===== config.mk =====
export PLATFORM = sky130hd
export DESIGN_NAME = shift_scheduler
export DESIGN_NICKNAME = d
export VERILOG_FILES = /design/src/rtl/shift_scheduler.sv
export SDC_FILE = /design/constraint.sdc
export NUM_CORES = 1
export LEC_CHECK = 0
export CELL_PAD_IN_SITES_DETAIL_PLACEMENT = 1
export CELL_PAD_IN_SITES_GLOBAL_PLACEMENT = 1
export CORE_MARGIN = 4
export CORE_UTILIZATION = 30
export DETAILED_ROUTE_END_ITERATION = 8
export PLACE_DENSITY_LB_ADDON = 0.1
export SLEW_MARGIN = 20
export SYNTH_ARGS = -nofsm -noshare
export SYNTH_HDL_FRONTEND = slang
export SYNTH_SLANG_ARGS = --single-unit

===== constraint.sdc =====
create_clock -name clk -period 2.3 [get_ports clk]
set_clock_uncertainty 0.1 [all_clocks]
set_input_delay 0.23 -clock clk [delete_from_list [all_inputs] [get_ports clk]]
set_output_delay 0.23 -clock clk [all_outputs]
set_load 0.02 [all_outputs]

===== src/rtl/shift_scheduler.sv =====
// shift_scheduler: shares one combinational 4-bit shifter between two requesters.
// A request of 0..15 places is broken into passes of at most MAX_STEP places.
// Each pass result is fed back through the shifter until the amount is used up.
//
// Build option:
//   SHIFT_SCHED_FIXED_PRIO_EN  requester 0 always wins arbitration, so requester 1
//                              can starve. When undefined (default), round-robin
//                              arbitration is used with rr_ptr.
//
// state  | meaning
// -------+-------------------------------------------------------------
// IDLE   | waiting for a request; the winner's operand and amount are latched
// GRANT  | one-cycle handoff after the grant; the shifter sees an identity
// PASS   | one shifter pass of min(rem, MAX_STEP) places per cycle
// DONE   | result is valid, done[owner] pulses, and arbitration moves on

module shift_scheduler #(
    parameter int W        = 4,
    parameter int AMT_W    = 4,
    parameter int MAX_STEP = 3
) (
    input  logic               clk,
    input  logic               rst,
    input  logic               req0,
    input  logic [W-1:0]       data0,
    input  logic [AMT_W-1:0]   amt0,
    input  logic               req1,
    input  logic [W-1:0]       data1,
    input  logic [AMT_W-1:0]   amt1,
    output logic [W-1:0]       sh_in,
    output logic [MAX_STEP:0]  sh_sel,
    input  logic [W-1:0]       sh_out,
    output logic [W-1:0]       result,
    output logic               done0,
    output logic               done1,
    output logic               busy
);

    localparam int SEL_W = MAX_STEP + 1;

    typedef enum logic [1:0] {
        S_IDLE  = 2'd0,
        S_GRANT = 2'd1,
        S_PASS  = 2'd2,
        S_DONE  = 2'd3
    } state_t;

    state_t           state_q, state_d;
    logic [W-1:0]     work_q, work_d;
    logic [W-1:0]     result_q, result_d;
    logic [AMT_W-1:0] rem_q, rem_d;
    logic             owner_q, owner_d;
    logic [AMT_W-1:0] step;
    logic             winner;
    logic             last_pass;

`ifdef SHIFT_SCHED_FIXED_PRIO_EN
    // Fixed priority: requester 0 wins whenever it is asking.
    always_comb begin
        winner = ~req0;
    end
`else
    logic rr_ptr_q, rr_ptr_d;

    // Round-robin: use rr_ptr only on a tie; otherwise the lone requester wins.
    always_comb begin
        if (req0 && req1) begin
            winner = rr_ptr_q;
        end else begin
            winner = req1;
        end
    end
`endif

    // Size of the current pass. It is also the last pass when the remaining amount fits.
    always_comb begin
        step      = (rem_q > AMT_W'(MAX_STEP)) ? AMT_W'(MAX_STEP) : rem_q;
        last_pass = (rem_q <= AMT_W'(MAX_STEP));
    end

    // Next-state logic and per-state register updates.
    always_comb begin
        state_d  = state_q;
        work_d   = work_q;
        result_d = result_q;
        rem_d    = rem_q;
        owner_d  = owner_q;
`ifndef SHIFT_SCHED_FIXED_PRIO_EN
        rr_ptr_d = rr_ptr_q;
`endif
        case (state_q)
            S_IDLE: begin
                if (req0 || req1) begin
                    owner_d = winner;
                    work_d  = winner ? data1 : data0;
                    rem_d   = winner ? amt1 : amt0;
                    state_d = S_GRANT;
                end
            end
            S_GRANT: begin
                state_d = S_PASS;
            end
            S_PASS: begin
                work_d = sh_out;
                rem_d  = rem_q - step;
                if (last_pass) begin
                    // Load result from the final pass output, which is the value
                    // work takes on at this edge. This keeps result valid for the
                    // whole DONE cycle, alongside the done pulse.
                    result_d = sh_out;
                    state_d  = S_DONE;
                end
            end
            S_DONE: begin
`ifndef SHIFT_SCHED_FIXED_PRIO_EN
                rr_ptr_d = ~owner_q;
`endif
                state_d = S_IDLE;
            end
            default: begin
                state_d = S_IDLE;
            end
        endcase
    end

    // State and datapath registers, with synchronous active-high reset.
    always_ff @(posedge clk) begin
        if (rst) begin
            state_q  <= S_IDLE;
            work_q   <= '0;
            result_q <= '0;
            rem_q    <= '0;
            owner_q  <= 1'b0;
`ifndef SHIFT_SCHED_FIXED_PRIO_EN
            rr_ptr_q <= 1'b0;
`endif
        end else begin
            state_q  <= state_d;
            work_q   <= work_d;
            result_q <= result_d;
            rem_q    <= rem_d;
            owner_q  <= owner_d;
`ifndef SHIFT_SCHED_FIXED_PRIO_EN
            rr_ptr_q <= rr_ptr_d;
`endif
        end
    end

    // Outputs decoded from the registered state. Outside PASS, the shifter sees an identity.
    always_comb begin
        sh_in  = work_q;
        sh_sel = (state_q == S_PASS) ? (SEL_W'(1) << step) : SEL_W'(1);
        result = result_q;
        busy   = (state_q != S_IDLE);
        done0  = (state_q == S_DONE) && !owner_q;
        done1  = (state_q == S_DONE) && owner_q;
    end

endmodule


==> results.py, run 1 <==
metrics = {
    "status": {
        "status": "finished clean",
    },
    "drt": {
        "drc_errors": 0,
        "dr.pass1.iters": 4,
        "drt_iter0_markers": 51,
        "wire_per_inst_um": 15.1,
        "totalWireLength_um": 2700,
        "vias": 941,
        "vias_per_cell": 5.29,
        "drtAntennaViolNets": 0,
    },
    "cts": {
        "postCtsSetupBuffers": 0,
        "cts_hold_buf": 0,
        "cts_resized": 3,
        "cts-buffers-inserted": 3,
        "cts_tree": "done",
        "root_buffer": "clkbuf_4",
        "cts_sinks": 16,
        "htreeDepth": 1,
        "cts_max_path_buffers": 2,
        "path_clk_slew_ps": 90,
        "clk_latency_ps": 290,
    },
    "floorplanning": {
        "io_pins": 39,
        "num_rows": 19,
        "die_y_um": 63.6,
        "core_mm2": 0.00285,
        "initial_core_util": 0.325,
        "die_area_mm2": 0.00405,
        "die_x_um": 63.6,
    },
    "setup_path": {
        "critPathMaxStageDelay_ps": 640,
        "path_cells": "inv_1 > ha_2 > a21boi_0 > clkdlybuf4s50_1",
        "crit_slowest_cell": "clkdlybuf4s50_1",
        "cp_num_buf_inv": 2,
        "startpoint_type": "flop",
        "crit_family": "buffers and inverters",
        "critical_path_class": "flop to output port",
        "worstPathRequired_ps": 1970,
        "worstPathMaxFanout": 7,
        "r2r_slack_ps": 360,
        "crit_arrival_ps": 1800,
        "crit_path_end_kind": "output port",
    },
    "synth": {
        "synthXorXnorAreaFrac": 0,
        "ys_async_sr_fraction": 0,
        "synth-edff-count": 0,
        "synth_warnings": 0,
        "mappedNetlistNets": 135,
        "synthAdderAreaFrac": 0.0539,
        "synth_simple_gate_area_frac": 0.252,
        "synth_compound_area_frac": 0.232,
        "synth_flop_cell": "dfxtp_1",
        "syn_area_um2": 928,
        "synthCells": 107,
        "ys_ff_latch": 16,
        "synth_top_family_by_area": "simple AND/OR/NAND/NOR gates",
        "seq_area_frac_synth": 0.345,
        "synthMuxAreaShare": 0.0539,
        "avgSynthCellArea_um2": 8.68,
        "yosys.cell_types.count": 35,
    },
    "grt": {
        "grt_usage": 0.147,
        "grt_pass1_vias": 971,
        "grt_overflow": 0,
        "antenna_found_initial": 0,
        "grt_pass1_wl_um": 4790,
        "grt_start_max_net_pins": 16,
    },
    "timing": {
        "slew_viol_final": 0,
        "period_minus_slack_ps": 2130,
        "slew_headroom": 0.697,
        "final.period_utilization": 0.926,
        "fmax_mhz": 470,
        "setup_viol": 0,
        "grt_setup_unrepaired": "false",
        "hold_viol": 0,
        "worstMarginPinSlew_ps": 453,
        "finalSetupTns_ps": 0,
    },
    "placement": {
        "place.gp.congestion": 0.803,
        "port_buffers": 38,
        "postPlaceCellArea_mm2": 0.00133,
        "hpwl_um": 2140,
    },
    "cells_and_area": {
        "stdcell_area_mm2": 0.00137,
        "diodes": 0,
        "final_common_cell": "clkdlybuf4s50_1",
        "areaGrowthSynthToFinish_pct": 47.4,
        "drive_gt1_frac": 0.116,
        "final_cell_mix": "35 x clkdlybuf4s50_1, 16 x dfxtp_1, 9 x nand2_1",
        "nets": 176,
    },
    "worst_hold_path": {
        "hold_path_class": "flop to flop",
    },
    "pwr": {
        "p_per_area_mw_per_mm2": 985,
        "p_leak_nw": 0.550,
        "peakVddDrop_mv": 0.452,
    },
    "job": {
        "drv_cap": 0,
    },
}
## registers in the layout, summed over array words and instances (netlist names)
| name | flops |
|---|---|
| rem_q | 4 |
| sh_in | 4 |
| rr_ptr_q | 1 |
| owner_q | 1 |
| state_q | 2 |
| result | 4 |
## worst paths after layout
path / end / startpoint / cells after the start
setup / recovery: sh_sel[3] / state_q[0]$_SDFFE_PP0P_ / 4
hold / removal: result[3]$_SDFFE_PP0P_ / result[3]$_SDFFE_PP0P_ / 2
setup reg to reg: rem_q[2]$_SDFFE_PP0P_ / state_q[0]$_SDFFE_PP0P_ / 7
hold reg to reg: result[3]$_SDFFE_PP0P_ / result[3]$_SDFFE_PP0P_ / 2
## Yosys cell counts (2+ instances only)
cell | count | area [um2]
nor2_1 | 6 | 22.5
nand2b_1 | 3 | 18.8
a32oi_1 | 4 | 35.0
nand3_1 | 6 | 30.0
ha_1 | 4 | 50.1
o41ai_2 | 2 | 32.5
a21oi_1 | 8 | 40.0
mux2i_1 | 5 | 50.1
nor3_1 | 5 | 25.0
nor2b_1 | 3 | 18.8
a21boi_0 | 2 | 15.0
inv_1 | 6 | 22.5
nand2_1 | 9 | 33.8
a31o_2 | 2 | 17.5
nor3b_1 | 2 | 15.0
buf_2 | 2 | 10.0
o21ai_1 | 3 | 15.0
dfxtp_1 | 16 | 320
and3_1 | 2 | 12.5
buf_6 | 2 | 22.5
## metrics by stage
step                      utilization  instances  setup slack [ps]  total power [mW]  hold slack, ps
after floorplan                     -        107               380             0.911             231
after global placement          0.468        174               314              1.15             352
after detailed placement        0.468        174               225              1.17             356
after CTS                       0.479        178              73.5              1.37             371
after global routing            0.480        178              14.8              1.47             401
final                           0.480        178               171              1.35             365
## worst min-delay path: cells and delay by family, from the launching register on
family | cells | cell delay [ps]
flops | 1 | 320
simple gates | 1 | 50
compound gates | 1 | 60
## layout make-up
class / count / area [um2]
Inverter: 6 / 22.5
Clock buffer: 4 / 36.3
Multi-Input combinational cell: 80 / 552
Timing Repair Buffer: 41 / 399
Sequential cell: 16 / 320
Tap cell: 31 / 38.8
Fill cell: 353 / 1480
## cell families (layout without fill, tap and decap cells)
logic type,Yosys count,after routing
DFF,16,16
adders and majority gates,4,4
buffers and inverters,11,51
muxes,5,5
and+or+nand+nor,42,42
AOI/OAI and AO/OA,29,29
## metal layers
| layer | global-route usage | wire [um] |
|---|---|---|
| met2 | 0.228 | 1270 |
| met3 | 0.0497 | 146 |
| met1 | 0.195 | 1270 |
| met5 | 0 | 0 |
| met4 | 0.0323 | 13 |
## where the power goes
group / switching (mW) / internal [mW]
clock: 0.0923 / 0.0964
sequential: 0.0651 / 0.362
combinational: 0.387 / 0.345
total: 0.544 / 0.804
Power figures use the tool's default switching activity.
==> run 2, diff against run 1 <==
--- a/config.mk
+++ b/config.mk
@@ -7,7 +7,7 @@
 export LEC_CHECK = 0
 export CELL_PAD_IN_SITES_DETAIL_PLACEMENT = 1
 export CELL_PAD_IN_SITES_GLOBAL_PLACEMENT = 1
-export CORE_MARGIN = 4
+export CORE_MARGIN = 1
 export CORE_UTILIZATION = 30
 export DETAILED_ROUTE_END_ITERATION = 8
 export PLACE_DENSITY_LB_ADDON = 0.1
==> run 2 against run 1 <==
Critical endpoint unchanged. Wire length increased by 1.5%. Flip-flop and latch count unchanged. Maximum frequency decreased by 1.8%. The flow now finishes with violations (design-rule violations). Largest cell class unchanged. Register-to-register slack got worse by 20 ps. First-iteration DRC count decreased by 75%. Clock power increased by 2%. Critical path depth unchanged. Die area decreased by 18%. Via count decreased by 0.11%. Power increased by 1.8%. Combinational power increased by 2%.
==> results.py, run 2 (synthesis gave the netlist of run 1 again) <==
metrics = {
    "status": {
        "status": "finished with violations",
        "violations": "design-rule violations",
    },
    "cells_and_area": {
        "fin_cells": 178,
        "nets": 176,
        "multiInputGateArea_um2": 552,
        "num-fill-cells": 330,
        "final_cell_mix": "35 x clkdlybuf4s50_1, 16 x dfxtp_1, 9 x nand2_1",
        "diodes": 0,
        "final_core_util": 0.481,
        "seq_area_um2": 320,
        "drive_gt1_frac": 0.116,
        "final_common_cell": "clkdlybuf4s50_1",
        "areaGrowthSynthToFinish_pct": 47.8,
    },
    "setup_path": {
        "crit_path_end_kind": "output port",
        "critical_path_class": "flop to output port",
        "crit_slowest_cell": "clkdlybuf4s50_1",
        "worstPathRequired_ps": 1970,
        "critPathMaxStageDelay_ps": 640,
        "path_cells": "inv_1 > ha_2 > a21boi_0 > clkdlybuf4s50_1",
        "startpoint_type": "flop",
        "cp_num_buf_inv": 2,
        "crit_family": "buffers and inverters",
        "crit_arrival_ps": 1840,
        "worstPathMaxFanout": 8,
    },
    "cts": {
        "cts_hold_buf": 0,
        "cts_tree": "done",
        "root_buffer": "clkbuf_4",
        "htreeDepth": 1,
        "cts-buffers-inserted": 3,
        "cts_max_path_buffers": 2,
        "clk_latency_ps": 300,
        "cts_sinks": 16,
        "path_clk_slew_ps": 90,
    },
    "timing": {
        "fmax_mhz": 461,
        "finalSetupTns_ps": 0,
        "slew_headroom": 0.671,
        "period_minus_slack_ps": 2170,
        "final.period_utilization": 0.942,
        "holdWs_ps": 371,
        "grt_setup_unrepaired": "false",
        "setup_viol": 0,
        "hold_viol": 0,
        "worstMarginPinSlew_ps": 492,
        "slew_viol_final": 0,
    },
    "job": {
        "drv_cap": 0,
    },
    "drt": {
        "drt_iter0_markers": 13,
        "wire_per_inst_um": 15.4,
        "vias_per_cell": 5.28,
        "totalWireLength_um": 2740,
        "vias": 940,
        "drc_errors": 2,
        "dr.pass1.iters": 5,
        "drtAntennaViolNets": 0,
    },
    "floorplanning": {
        "die_area_mm2": 0.00332,
        "num_rows": 19,
        "initial_core_util": 0.325,
        "die_x_um": 57.6,
        "die_y_um": 57.6,
        "io_pins": 39,
        "core_mm2": 0.00285,
    },
    "pwr": {
        "p_leak_nw": 0.553,
        "p_per_area_mw_per_mm2": 1000,
        "p_comb_frac": 0.545,
        "p_int_mw": 0.809,
        "total_power_mw": 1.37,
        "switching_share": 0.410,
        "power_frac_seq": 0.314,
        "peakVddDrop_mv": 0.431,
        "p_clk_frac": 0.141,
        "power.switching_mw": 0.563,
    },
    "placement": {
        "dp.cells": 174,
        "port_buffers": 38,
        "place.gp.congestion": 0.746,
        "hpwl_um": 2090,
    },
    "grt": {
        "grt_overflow": 0,
        "grt_pass1_wl_um": 4490,
        "grt_usage": 0.175,
        "grt_pass1_vias": 969,
        "grt_start_max_net_pins": 15,
        "antenna_found_initial": 0,
    },
    "worst_hold_path": {
        "hold_path_class": "flop to flop",
    },
}
## run 2: area by class of cell
cell class                 count  area share
tap                           31      0.0283
clock buffer                   4      0.0264
sequential                    16       0.233
timing repair buffer          41       0.294
multi-input combinational     80       0.402
inverter                       6      0.0164
## run 2: what timing repair did
item	in CTS	in global routing
setup buffers	0	0
setup endpoints to repair	2	2
resized for setup	2	2
gates cloned	0	0
pin swaps	0	0
## run 2: final timing paths
check                                 to  slack, ps                     from  cells after the start
setup reg to reg   rem_q[2]$_SDFFE_PP0P_        340  state_q[0]$_SDFFE_PP0P_                      7
hold / removal    result[0]$_SDFFE_PP0P_        370   result[0]$_SDFFE_PP0P_                      2
setup / recovery               sh_sel[3]        130  state_q[0]$_SDFFE_PP0P_                      4
hold reg to reg   result[0]$_SDFFE_PP0P_        370   result[0]$_SDFFE_PP0P_                      2
## run 2: worst reg2reg max path: cells and delay by family, from the launching register on
family                     cells  cell delay [ps]
adders and majority gates      1              260
AOI/OAI and AO/OA              1              360
and+or+nand+nor                3              490
DFF                            1              340
buffers and inverters          2              310
## run 2: stage by stage
step | area [um2] | worst slack (ps)
floorplan | 928 | 380
global route | 1370 | 52.3
global placement | 1330 | 278
detailed placement | 1330 | 195
finish | 1370 | 133
CTS | 1370 | 20.8
## run 2: routing by layer
metal,up-vias,wire length (um),global-route usage
met3,4,115,0.0536
met4,0,25,0.0418
met1,445,1300,0.220
li1,470,-,-
met5,-,0,0
met2,21,1290,0.296
## run 2: power groups by stage
stage | clock network (mW) | registers, mW | logic, mW
2_1_floorplan | 0 | 0.463 | 0.448
3_3_place_gp | 0 | 0.426 | 0.726
3_5_place_dp | 0 | 0.433 | 0.751
4_1_cts | 0.199 | 0.429 | 0.753
5_1_grt | 0.210 | 0.441 | 0.818
6_report | 0.193 | 0.431 | 0.748
==> run 3, diff against run 2 <==
==> constraint.sdc (replaced) <==
create_clock -name clk -period 2.3 [get_ports clk]
set_clock_uncertainty 0.1 [all_clocks]
set_input_delay 0.575 -clock clk [delete_from_list [all_inputs] [get_ports clk]]
set_output_delay 0.575 -clock clk [all_outputs]
set_load 0.02 [all_outputs]
==> run 3 against run 2 <==
The flow still finishes with violations (design-rule violations). Cell area increased by 3.1%. Register-to-register slack improved by 30 ps. Core utilization increased by 1.5 points. Die area unchanged. Wire length increased by 1.4%. Combinational power increased by 6.3%. Global-route usage increased by 0.23 points. Critical path depth unchanged. Worst setup slack got worse by 23 ps. Maximum frequency decreased by 1.0%. Clock-buffer cell count unchanged. Flip-flop and latch count unchanged.
==> results.py, run 3 (synthesis gave the netlist of run 1 again) <==
metrics = {
    "worst_hold_path": {
        "hold_start": "result[3]$_SDFFE_PP0P_",
        "hold_path_class": "flop to flop",
    },
    "cts": {
        "cts_max_path_buffers": 2,
        "cts_tree": "done",
        "cts_sinks": 16,
        "postCtsSetupBuffers": 0,
        "clk_latency_ps": 300,
        "path_clk_slew_ps": 110,
        "cts_hold_buf": 0,
        "root_buffer": "clkbuf_4",
        "cts-buffers-inserted": 3,
        "htreeDepth": 1,
    },
    "setup_path": {
        "startpoint": "state_q[1]$_SDFFE_PP0P_",
        "crit_family": "flip-flops",
        "crit_slowest_cell": "dfxtp_1",
        "critical_path_class": "flop to output port",
        "worstPathRequired_ps": 1620,
        "path_cells": "ha_1 > nand2_1 > nor3_1 > clkdlybuf4s15_1",
        "crit_path_end_kind": "output port",
        "crit_arrival_ps": 1510,
        "critPathMaxStageDelay_ps": 390,
        "startpoint_type": "flop",
        "worstPathMaxFanout": 4,
        "cp_num_buf_inv": 1,
        "critical_path.reg2reg.startpoint": "state_q[0]$_SDFFE_PP0P_",
    },
    "floorplanning": {
        "initial_core_util": 0.325,
        "die_area_mm2": 0.00332,
        "die_y_um": 57.6,
        "io_pins": 39,
        "die_x_um": 57.6,
        "num_rows": 19,
        "core_mm2": 0.00285,
    },
    "grt": {
        "grt_overflow": 0,
        "grt_pass1_wl_um": 4530,
        "grt_usage": 0.178,
        "antenna_found_initial": 0,
        "grt_start_max_net_pins": 12,
        "grt_pass1_vias": 1007,
    },
    "pwr": {
        "p_leak_nw": 0.601,
        "total_power_mw": 1.42,
        "p_per_area_mw_per_mm2": 1000,
        "peakVddDrop_mv": 0.410,
    },
    "drt": {
        "totalWireLength_um": 2780,
        "wire_per_inst_um": 14.9,
        "vias": 963,
        "vias_per_cell": 5.18,
        "drc_errors": 2,
        "drt_iter0_markers": 31,
        "dr.pass1.iters": 6,
        "drtAntennaViolNets": 0,
    },
    "cells_and_area": {
        "areaGrowthSynthToFinish_pct": 52.4,
        "drive_gt1_frac": 0.168,
        "final_common_cell": "clkdlybuf4s50_1",
        "num-fill-cells": 347,
        "diodes": 0,
        "final_core_util": 0.496,
        "nets": 184,
        "final_cell_mix": "31 x clkdlybuf4s50_1, 16 x dfxtp_1, 11 x buf_4",
    },
    "placement": {
        "hpwl_um": 2250,
        "port_buffers": 38,
        "place_ws_ps": 17.7,
        "place.gp.congestion": 0.800,
    },
    "timing": {
        "slew_viol_final": 0,
        "hold_viol": 0,
        "setup_ws_ps": 110,
        "grt_setup_unrepaired": "false",
        "period_minus_slack_ps": 2190,
        "finalSetupTns_ps": 0,
        "holdWs_ps": 372,
        "final.period_utilization": 0.952,
        "setup_viol": 0,
        "slew_headroom": 0.710,
        "worstMarginPinSlew_ps": 434,
        "fmax_mhz": 457,
    },
    "job": {
        "drv_cap": 0,
    },
    "status": {
        "violations": "design-rule violations",
        "status": "finished with violations",
    },
}
-- run 3: changes by cell type in the layout (fill, tap and decap cells not counted), sizes merged --
| cell | previous run | this run |
|---|---|---|
| clkdlybuf4s15 | 0 | 1 |
| dlymetal6s2s | 1 | 0 |
| clkbuf | 4 | 6 |
| clkdlybuf4s50 | 35 | 31 |
| buf | 3 | 11 |
| dlygate4sd2 | 2 | 4 |
-- run 3: layout make-up --
type	instances	area, um2	area share
well taps	31	38.8	0.0274
multi-input cells	80	549	0.388
flip-flops and latches	16	320	0.226
repair buffers	49	448	0.317
clock buffers	4	36.3	0.0256
inverters	6	22.5	0.0159
-- run 3: layer usage --
| layer | vias to the layer above | part of all wire | global-route usage |
|---|---|---|---|
| li1 | 488 | - | - |
| met1 | 452 | 0.47 | 0.231 |
| met2 | 21 | 0.48 | 0.314 |
| met3 | 2 | 0.039 | 0.0223 |
| met4 | 0 | 0.0086 | 0.0418 |
| met5 | - | 0 | 0 |
-- run 3: repair_timing --
action                                  CTS  global route
endpoints found under the setup margin    7             3
gates resized for setup                   7             7
pin swaps                                 0             0
-- run 3: worst register-to-register path, stage by stage, from the launching register on --
cell	delay, ps
dfxtp_1	360
inv_1	70
ha_1	250
buf_4	190
nor2_1	220
or2_4	190
buf_4	150
a31oi_1	50
a221oi_1	270
-- run 3: per-stage QoR --
step / instance area [um2] / std cells
2_1_floorplan: 928 / 107
3_3_place_gp: 1390 / 182
3_5_place_dp: 1390 / 182
4_1_cts: 1420 / 186
5_1_grt: 1420 / 186
6_report: 1420 / 186
-- run 3: worst paths after layout --
kind,endpoint,slack (ps),cells past startpoint
setup / recovery,sh_sel[1],110,4
hold / removal,result[3]$_SDFFE_PP0P_,370,2
setup reg to reg,rem_q[0]$_SDFFE_PP0P_,370,8
hold reg to reg,result[3]$_SDFFE_PP0P_,370,2
-- run 3: report_power, final --
part           switching, mW  internal, mW
logic                  0.407         0.388
registers             0.0641         0.362
clock network          0.104        0.0966
